===== config.mk =====
export PLATFORM = sky130hd
export DESIGN_NAME = frame_cmd_scheduler
export DESIGN_NICKNAME = d
export VERILOG_FILES = /design/src/rtl/frame_sched_pkg.sv /design/src/rtl/frame_cmd_scheduler_fifo.sv /design/src/rtl/frame_cmd_scheduler.sv
export SDC_FILE = /design/constraint.sdc
export NUM_CORES = 1
export LEC_CHECK = 0
export ABC_AREA = 1
export CAP_MARGIN = 20
export CORE_ASPECT_RATIO = 0.6
export CORE_MARGIN = 4
export CORE_UTILIZATION = 60
export CTS_CLUSTER_DIAMETER = 50
export CTS_CLUSTER_SIZE = 24
export DETAILED_ROUTE_END_ITERATION = 12
export GPL_TIMING_DRIVEN = 1
export PLACE_DENSITY = 0.79
export SLEW_MARGIN = 10
export SYNTH_ARGS = -nofsm -noshare
export SYNTH_HDL_FRONTEND = slang
export SYNTH_SLANG_ARGS = --single-unit

===== constraint.sdc =====
create_clock -name clk -period 4.63 [get_ports clk]
set_input_delay 0.6945 -clock clk [delete_from_list [all_inputs] [get_ports clk]]
set_output_delay 0.6945 -clock clk [all_outputs]
set_load 0.05 [all_outputs]

===== src/rtl/frame_sched_pkg.sv =====
// Shared definitions for the frame command scheduler: command-word field
// positions, action codes, FSM state type and small word-building helpers.
package frame_sched_pkg;

  localparam int CMD_W      = 32;
  localparam int COMP_MSB   = 31;
  localparam int COMP_LSB   = 26;
  localparam int CHILD_MSB  = 25;
  localparam int CHILD_LSB  = 21;
  localparam int ACT_MSB    = 20;
  localparam int ACT_LSB    = 17;
  localparam int TYPE_MSB   = 16;
  localparam int TYPE_LSB   = 14;
  localparam int TOGGLE_BIT = 13;
  localparam int DATA_MSB   = 12;
  localparam int DATA_LSB   = 0;

  localparam logic [3:0] ACT_NOP    = 4'h0;
  localparam logic [3:0] ACT_UPDATE = 4'h1;
  localparam logic [3:0] ACT_COMMIT = 4'hE;
  localparam logic [3:0] ACT_SWAP   = 4'hF;

  typedef enum logic [1:0] {
    ST_IDLE,
    ST_DRAIN,
    ST_WAIT_VBL,
    ST_SWAP
  } state_t;

  function automatic logic [3:0] cmd_action(input logic [CMD_W-1:0] word);
    return word[ACT_MSB:ACT_LSB];
  endfunction

  // Display blocks latch into the buffer named by the toggle bit, so every
  // forwarded word is retargeted at the buffer currently being built.
  function automatic logic [CMD_W-1:0] with_toggle(input logic [CMD_W-1:0] word,
                                                   input logic            buf_idx);
    logic [CMD_W-1:0] w;
    w             = word;
    w[TOGGLE_BIT] = buf_idx;
    return w;
  endfunction

  function automatic logic [CMD_W-1:0] swap_cmd(input logic buf_idx);
    logic [CMD_W-1:0] w;
    w                   = '0;
    w[ACT_MSB:ACT_LSB]  = ACT_SWAP;
    w[TOGGLE_BIT]       = buf_idx;
    return w;
  endfunction

endpackage


===== src/rtl/frame_cmd_scheduler_fifo.sv =====
// cmd_fifo: synchronous show-ahead FIFO; head always presents the oldest word.
// A pop and push in the same cycle are both honoured, even when full.
module cmd_fifo #(
  parameter int DEPTH = 16,
  parameter int WIDTH = 32
) (
  input  logic                     clk,
  input  logic                     reset,
  input  logic                     push,
  input  logic [WIDTH-1:0]         push_data,
  input  logic                     pop,
  output logic [WIDTH-1:0]         head,
  output logic                     full,
  output logic                     empty,
  output logic [$clog2(DEPTH):0]   count
);

  localparam int AW = $clog2(DEPTH);
  localparam int CW = AW + 1;

  logic [WIDTH-1:0] mem [DEPTH];
  logic [AW-1:0]    wr_ptr;
  logic [AW-1:0]    rd_ptr;
  logic             do_push;
  logic             do_pop;

  assign do_pop  = pop && !empty;
  assign do_push = push && (!full || do_pop);

  // NOTE: sequential state is updated with non-blocking assignments only, so
  // every register samples the pre-edge values of its neighbours.
  always_ff @(posedge clk or negedge reset) begin
    if (!reset) begin
      wr_ptr <= '0;
      rd_ptr <= '0;
      count  <= '0;
    end else begin
      if (do_push) wr_ptr <= wr_ptr + 1'b1;
      if (do_pop)  rd_ptr <= rd_ptr + 1'b1;
      count <= count + CW'(do_push) - CW'(do_pop);
    end
  end

  // NOTE: the storage array is deliberately left out of reset; an entry is
  // only ever read after it has been written, and the pointers are reset.
  always_ff @(posedge clk) begin
    if (do_push) mem[wr_ptr] <= push_data;
  end

  assign head  = mem[rd_ptr];
  assign full  = (count == CW'(DEPTH));
  assign empty = (count == '0);

endmodule


===== src/rtl/frame_cmd_scheduler.sv =====
// Frame command scheduler: queues software commands, forwards them to the
// display blocks and swaps buffers at vblank. Optional: FRAME_SCHED_STATS_EN.
module frame_cmd_scheduler
  import frame_sched_pkg::*;
#(
  parameter int         FIFO_DEPTH  = 16,
  parameter logic [9:0] VBLANK_LINE = 10'd480
) (
  input  logic              clk,
  input  logic              reset,
  input  logic              avs_write,
  input  logic [CMD_W-1:0]  avs_writedata,
  output logic              avs_waitrequest,
  input  logic [9:0]        hcount,
  input  logic [9:0]        vcount,
  output logic [CMD_W-1:0]  cmd_out,
  output logic              back_buf,
  output logic              frame_irq,
  output logic [15:0]       stat_late_frames
);

  localparam int CW = $clog2(FIFO_DEPTH) + 1;

  state_t             state;
  logic               fifo_full;
  logic               fifo_empty;
  logic [CW-1:0]      fifo_count;
  logic [CMD_W-1:0]   fifo_head;
  logic               push;
  logic               pop;
  logic               vbl_trigger;

  assign avs_waitrequest = fifo_full;
  assign push            = avs_write && !fifo_full;
  assign pop             = (state == ST_DRAIN) && !fifo_empty;
  assign vbl_trigger     = (vcount == VBLANK_LINE) && (hcount == '0);

  cmd_fifo #(
    .DEPTH (FIFO_DEPTH),
    .WIDTH (CMD_W)
  ) u_fifo (
    .clk       (clk),
    .reset     (reset),
    .push      (push),
    .push_data (avs_writedata),
    .pop       (pop),
    .head      (fifo_head),
    .full      (fifo_full),
    .empty     (fifo_empty),
    .count     (fifo_count)
  );

  always_ff @(posedge clk or negedge reset) begin
    if (!reset) begin
      state     <= ST_IDLE;
      cmd_out   <= '0;
      back_buf  <= 1'b1;
      frame_irq <= 1'b0;
    end else begin
      // NOTE: defaults first, so cmd_out returns to no-op and frame_irq is a
      // single-cycle pulse unless a branch below overrides them.
      cmd_out   <= '0;
      frame_irq <= 1'b0;
      unique case (state)
        ST_IDLE: begin
          if (fifo_count != '0) state <= ST_DRAIN;
        end
        ST_DRAIN: begin
          if (fifo_empty) begin
            state <= ST_IDLE;
          end else if (cmd_action(fifo_head) == ACT_COMMIT) begin
            state <= ST_WAIT_VBL;
          end else begin
            cmd_out <= with_toggle(fifo_head, back_buf);
          end
        end
        ST_WAIT_VBL: begin
          // Trigger is an exact position match, so a COMMIT that lands after
          // this frame's trigger cycle naturally waits a whole frame.
          if (vbl_trigger) begin
            state   <= ST_SWAP;
            cmd_out <= swap_cmd(back_buf);
          end
        end
        ST_SWAP: begin
          state     <= ST_IDLE;
          back_buf  <= ~back_buf;
          frame_irq <= 1'b1;
        end
        default: state <= ST_IDLE;
      endcase
    end
  end

`ifdef FRAME_SCHED_STATS_EN
  // A frame is late when vblank arrives while commands are still queued and
  // no COMMIT has been reached yet.
  always_ff @(posedge clk or negedge reset) begin
    if (!reset) begin
      stat_late_frames <= '0;
    end else if (vbl_trigger && !fifo_empty &&
                 (state == ST_IDLE || state == ST_DRAIN) &&
                 stat_late_frames != 16'hFFFF) begin
      stat_late_frames <= stat_late_frames + 16'd1;
    end
  end
`else
  assign stat_late_frames = 16'h0;
`endif

endmodule


==> results of run 1 <==
## cell usage after synthesis
| cell type | number |
|---|---|
| a211oi_1 | 1 |
| a21oi_1 | 164 |
| a221o_1 | 60 |
| a221oi_1 | 3 |
| a22oi_1 | 2 |
| a32o_1 | 30 |
| a32oi_1 | 1 |
| buf_1 | 6 |
| buf_2 | 43 |
| buf_4 | 30 |
| buf_6 | 11 |
| buf_8 | 1 |
| clkbuf_1 | 32 |
| clkbuf_2 | 1 |
| clkinv_1 | 2 |
| conb_1 | 1 |
| dfrtp_1 | 48 |
| dfstp_2 | 1 |
| edfxtp_1 | 496 |
| fa_1 | 1 |
| ha_1 | 16 |
| inv_1 | 62 |
| inv_4 | 1 |
| nand2_1 | 392 |
| nand3_1 | 124 |
| nand3b_1 | 1 |
| nand4_1 | 5 |
| nor2_1 | 57 |
| nor3_1 | 4 |
| nor4_1 | 3 |
| o211ai_1 | 30 |
| o21ai_0 | 5 |
| o21ai_1 | 3 |
| o311a_1 | 1 |
| or2_2 | 2 |
| xnor2_1 | 2 |
| xor2_1 | 9 |
## how the worst max path moves through the flow
stage                           startpoint                 to  slack (ps)  depth (start not counted)
final                     u_fifo.rd_ptr[0]        cmd_out[13]        1410                         12
after global routing      u_fifo.rd_ptr[0]        cmd_out[19]        1160                         12
after CTS                  u_fifo.count[3]    avs_waitrequest        1390                          5
after detailed placement  u_fifo.rd_ptr[1]         cmd_out[7]        1570                          7
after global placement           avs_write   u_fifo.mem[0][3]        1630                          6
after floorplan            u_fifo.count[3]  u_fifo.mem[11][0]        1160                          9
## power groups by stage
stage	registers (uW)	clock network (uW)	logic (uW)
global placement	6530	0	5290
CTS	6450	3200	5500
finish	6470	3170	5560
detailed placement	6560	0	5460
floorplan	6720	0	3620
global route	6520	3400	6020
## kinds of logic (layout without fill, tap and decap cells)
family	Yosys count	count (layout)	share of synthesized area [%]
flip-flops	545	545	73.7
other	1	16	0.0171
AND/OR/NAND/NOR	588	588	11.0
adder cells (fa/ha/maj)	17	17	1.01
AO/OA/AOI/OAI	300	300	9.40
buffers and inverters	189	243	4.45
XOR/XNOR	11	11	0.441
## worst max-delay path: stages, from the launching register on
cell and delay, ps:
dfrtp_4 1080, inv_6 360, o21ai_0 350, nand3_1 170
nand3_1 130, nand2_1 90, nor2_1 120, nand2_1 70
nand2_1 100, buf_4 270, nand2_1 70, nand2_1 140
nor2_1 60
## state kept, by name, indices dropped and copies added, names as in the netlist, named ones only
register	count
u_fifo.mem	496
frame_irq	1
u_fifo.wr_ptr	4
u_fifo.count	5
state	1
back_buf	1
cmd_out	32
u_fifo.rd_ptr	4
## area by class of cell
class,count,area (um^2),share of cell area [%]
Timing Repair Buffer,124,1200,4.95
Clock buffer,35,769,3.18
Tap cell,467,584,2.42
Sequential cell,545,16100,66.7
Multi-Input combinational cell,932,4950,20.5
Inverter,65,251,1.04
Clock inverter,19,302,1.25
## metal layers
layer	vias up	wire [um]
li1	6074	-
met4	4	1220
met1	6789	21100
met5	-	26
met3	107	6270
met2	883	23900
## metrics by stage
stage               instances  area [um^2]  setup slack (ps)
finish                   2187        24200              1410
global route             2187        24200              1160
CTS                      2187        24200              1390
detailed placement       2133        23100              1570
global placement         2133        23100              1630
floorplan                1666        21900              1160
==> impl_metrics.csv, run 1 <==
group,metric,value,unit
run_status,status,"complete, no violations",
grt,grt_start_max_net_pins,135,
finish,nFillCells,2381,
clock_tree,post_cts_buffers,0,
yosys,ys_types,37,
sta,setup_violations,0,
routing,viasPerCell,6.34,
yosys,synth_area,21900,um^2
sta,hold_slack,251,ps
yosys,synth_area_leader_cell,"edfxtp_1",
routing,vias,13857,
finish,antennaDiodeCount,0,
power,p_leak,0.00848,uW
power,vdd_drop_max,0.504,mV
grt,grt_pass1_wl,79500,um
routing,drt_pass1_iterations,5,
finish,drive_gt1_share,6.51,%
yosys,synth_top_area_share,68.1,%
routing,post-route-drc-count,0,
clock_tree,path_clk_slew,100,ps
floorplanning,initial_core_util,61.6,%
setup_path,required,5120,ps
yosys,synth_seq_cells,545,
power,powerDensity,629,nW/um^2
clock_tree,numCtsBuffers,30,
flow_run,cap_violations,0,
sta,period_needed,3220,ps
grt,busiest_layer,"met2",
grt,grt_pass1_vias,13636,
power,p_sw,5920,uW
sta,fin_crit_sh,69.6,%
sta,rsz0062_at_grt,"no",
yosys,syn_inst,1651,
grt,grt_overflow_total,0,
floorplanning,dieArea,39700,um^2
setup_path,cp-start-kind,"flip-flop",
clock_tree,root_buffer,"clkbuf_16",
floorplanning,dieHeight,156,um
setup_path,rr_endpoint,"cmd_out[13]",
yosys,synth.avg_cell_area,13.2,um^2
yosys,synth.area.top_cells,"edfxtp_1 68%, nand2_1 6.7%, dfrtp_1 5.5%",
power,seqPwrFrac,42.5,%
sta,final-max-slew-violation-count,0,
power,power,15200,uW
yosys,yosys_warnings,0,
setup_path,critPathKind,"flip-flop to flip-flop",
routing,wl_per_cell,24.0,um
grt,grt_use_met2,40.9,%
clock_tree,ctsResizeCount,0,
setup_path,worstPathArrival,3710,ps
clock_tree,ctsHtreeMaxLevel,1,
sta,tightest_slew,1040,ps
setup_path,crit_fanout,86,
placement,hpwl,28000,um
sta,clock.fmax,310,MHz
sta,fin_skew,29.8,ps
sta,finalHoldViolCount,0,
floorplanning,core_area,35500,um^2
power,power.internal,9290,uW
yosys,seq_area_frac_synth,73.7,%
routing,drt_iter0_markers,2144,
floorplanning,io_pins,106,
setup_path,crit_path_end_kind,"flip-flop",
placement,gp_congestion,0.783,
finish,final_util,68.2,%
sta,relSlewSlack,30.7,%
power,sw_frac_of_total,38.9,%
finish,fin_nets,1770,
clock_tree,cts_hold_buffers,0,
power,combPwrFrac,36.6,%
finish,synthToLayoutAreaGrowth,10.6,%
clock_tree,max-clock-path-buffers,3,
power,clkPwrFrac,20.8,%
setup_path,ff2ff_path_depth,12,
routing,routed_wl,52600,um
grt,met3_usage,5.90,%
floorplanning,die_x,254,um
routing,ant_nets,0,
clock_tree,clk_latency,620,ps
placement,numPortBuffers,88,
grt,grt_usage,26.4,%
setup_path,timing.rr.start,"u_fifo.rd_ptr[0]",
grt,antenna_found_initial,2,
grt,use_met1,39.0,%
hold_path,min-delay-path-class,"input pin to asynchronous set/reset pin",
sta,setup-tns-final,0,ps
clock_tree,tritoncts,"built",
floorplanning,fp-row-count,53,
finish,layout_common_cells,"496 x edfxtp_1, 392 x nand2_1, 164 x a21oi_1, 124 x nand3_1, 87 x clkdlybuf4s50_1",
clock_tree,clock-sinks,545,
setup_path,ff2ff_setup_slack,1410,ps
finish,final_common_cell,"edfxtp_1",
Note: power is estimated with default switching activity, not from simulation.
==> inputs of run 2 (changes only) <==
--- a/config.mk
+++ b/config.mk
@@ -9,12 +9,12 @@
 export CAP_MARGIN = 20
 export CORE_ASPECT_RATIO = 0.6
 export CORE_MARGIN = 4
-export CORE_UTILIZATION = 60
+export CORE_UTILIZATION = 54
 export CTS_CLUSTER_DIAMETER = 50
 export CTS_CLUSTER_SIZE = 24
 export DETAILED_ROUTE_END_ITERATION = 12
 export GPL_TIMING_DRIVEN = 1
-export PLACE_DENSITY = 0.79
+export PLACE_DENSITY = 0.75
 export SLEW_MARGIN = 10
 export SYNTH_ARGS = -nofsm -noshare
 export SYNTH_HDL_FRONTEND = slang
==> constraint.sdc (replaced) <==
create_clock -name clk -period 2.62 [get_ports clk]
set_input_delay 0.393 -clock clk [delete_from_list [all_inputs] [get_ports clk]]
set_output_delay 0.393 -clock clk [all_outputs]
set_load 0.05 [all_outputs]
==> run 2 against run 1 <==
Compared with the run above: hold slack gained 200 ps; clock skew is 1.3 ps lower; via count shrank 1.7%; clock power is 68% higher; non-clock buffer count grew 16; combinational power rose by 92%; setup slack got worse by 1300 ps; cell area increased by 1.7%; count of clock-buffer cells in the layout is 5 higher; sequential share of layout area shrank 1.1 points; critical path depth decreased by 6; sequential power rose by 70%; critical endpoint is now avs_waitrequest.
==> impl_metrics.csv, run 2 (synthesis results as in run 1) <==
group,metric,value,unit
clock_tree,clk_latency,610,ps
placement,numPortBuffers,88,
sta,setup_violations,0,
finish,multi_input_area,4990,um^2
setup_path,required,2230,ps
setup_path,crit_path_end_kind,"output pin",
clock_tree,post_cts_buffers,0,
sta,clock.fmax,401,MHz
routing,ant_nets,0,
grt,grt_usage,23.3,%
finish,nFillCells,2927,
finish,design_area,24600,um^2
floorplanning,io_pins,106,
sta,tightest_slew,836,ps
setup_path,critPathTopFamily,"buffers and inverters",
setup_path,crit_fanout,2,
clock_tree,ctsHtreeMaxLevel,1,
finish,largest_registers,"u_fifo.mem x496, cmd_out x32, u_fifo.count x5",
sta,rsz0062_at_grt,"no",
routing,vias,13615,
clock_tree,tritoncts,"built",
power,p_leak,0.00862,uW
sta,finalHoldViolCount,0,
sta,final-max-slew-violation-count,0,
clock_tree,numCtsBuffers,31,
routing,viasPerCell,6.02,
finish,fin_nets,1787,
flow_run,cap_violations,0,
grt,grt_overflow_total,0,
setup_path,path_cells,"inv_1 -> ha_1 -> inv_1 -> buf_4 -> nor4_4 -> dlygate4sd2_1",
routing,drt_pass1_iterations,6,
setup_path,ff2ff_setup_slack,170,ps
finish,layout_common_cells,"496 x edfxtp_1, 391 x nand2_1, 164 x a21oi_1, 124 x nand3_1, 86 x clkdlybuf4s50_1",
finish,final_util,62.3,%
floorplanning,dieHeight,164,um
clock_tree,clock-sinks,545,
finish,drive_gt1_share,7.36,%
floorplanning,initial_core_util,55.3,%
finish,final_common_cell,"edfxtp_1",
setup_path,critPathLaunch,"u_fifo.count[3]",
finish,fin_cells,2260,
routing,drt_iter0_markers,1882,
clock_tree,path_clk_slew,70,ps
finish,antennaDiodeCount,0,
placement,gp_congestion,0.771,
sta,fin_skew,28.5,ps
hold_path,min-delay-path-class,"input pin to flip-flop",
power,powerDensity,1100,nW/um^2
setup_path,critPathKind,"flip-flop to output pin",
setup_path,crit_path_frequent_cell,"inv_1",
finish,largest_reg_flops,496,
placement,place_ws,-40.4,ps
finish,largest-register,"u_fifo.mem",
floorplanning,dieArea,43900,um^2
routing,post-route-drc-count,0,
grt,grt_pass1_vias,12898,
grt,grt_start_max_net_pins,145,
sta,relSlewSlack,44.2,%
sta,setup_ws,125,ps
clock_tree,max-clock-path-buffers,3,
sta,period_needed,2490,ps
setup_path,worstPathArrival,2100,ps
hold_path,worstHoldStart,"avs_write",
placement,postPlaceCellArea,23600,um^2
routing,wl_per_cell,22.9,um
setup_path,slowest_delay,560,ps
finish,seqCellArea,16100,um^2
setup_path,cp.buffers_inverters,4,
routing,routed_wl,51700,um
setup_path,timing.rr.start,"u_fifo.count[2]",
power,vdd_drop_max,1.07,mV
placement,hpwl,28100,um
finish,synthToLayoutAreaGrowth,12.5,%
setup_path,cp-start-kind,"flip-flop",
clock_tree,root_buffer,"clkbuf_16",
setup_path,cpMaxStageDelayCell,"dlygate4sd2_1",
grt,grt_pass1_wl,77700,um
floorplanning,core_area,39500,um^2
floorplanning,fp-row-count,56,
grt,antenna_found_initial,3,
placement,dp_cells,2203,
floorplanning,die_x,268,um
run_status,status,"complete, no violations",
sta,fin_crit_sh,95.2,%
==> run 2: stage by stage <==
step	hold slack [ps]	power, uW	TNS [ps]
2_1_floorplan	97.4	18300	-82330
3_3_place_gp	490	21500	0
3_5_place_dp	493	21800	-40.4
4_1_cts	422	27000	0
5_1_grt	469	28400	0
6_report	449	27100	0
==> run 2: worst paths after layout <==
path	endpoint	depth (start not counted)
worst max-delay path	avs_waitrequest	6
worst min-delay path	u_fifo.wr_ptr[0]	3
worst max register to register	u_fifo.mem[8][9]	11
worst min register to register	cmd_out[13]	2
max in group asynchronous	u_fifo.rd_ptr[1]	3
min in group asynchronous	cmd_out[0]	3
==> run 2: power by group <==
group | internal, uW | switching, uW | total, uW | leakage (uW)
Sequential | 10600 | 414 | 11000 | 0.00512
Clock | 2490 | 2850 | 5340 | 0.000493
Combinational | 3380 | 7330 | 10700 | 0.00301
Total | 16500 | 10600 | 27100 | 0.00862
==> run 2: repair_timing <==
item                                   4_1_cts  5_1_grt
endpoints found under the hold margin       48        0
pin swaps                                    0        2
setup endpoints to repair                    2        2
hold buffers                                 1        0
gates resized for setup                      2        5
==> run 2: final cells by class <==
type                            count  share of cell area [%]
Clock buffer                       40                    3.29
Clock inverter                     16                   0.829
Tap cell                          522                    2.65
Multi-Input combinational cell    932                    20.3
Inverter                           65                    1.02
Sequential cell                   545                    65.6
Timing Repair Buffer              140                    6.37
==> run 2: layer usage <==
layer	share of wire (%)	GRT usage (%)	vias up
li1	-	-	6114
met1	43	35.6	6657
met2	44	34.8	769
met3	12	5.79	69
met4	1.6	4.37	6
met5	0.072	0	-
==> run 2: worst reg2reg max path: stages, from the launching register on <==
cell	delay, ps
dfrtp_1	350
inv_1	70
ha_1	190
inv_1	110
buf_4	130
nor4_4	30
inv_1	50
nand2_1	90
clkinv_1	150
nand2_1	270
nor2_4	510
buf_12	240
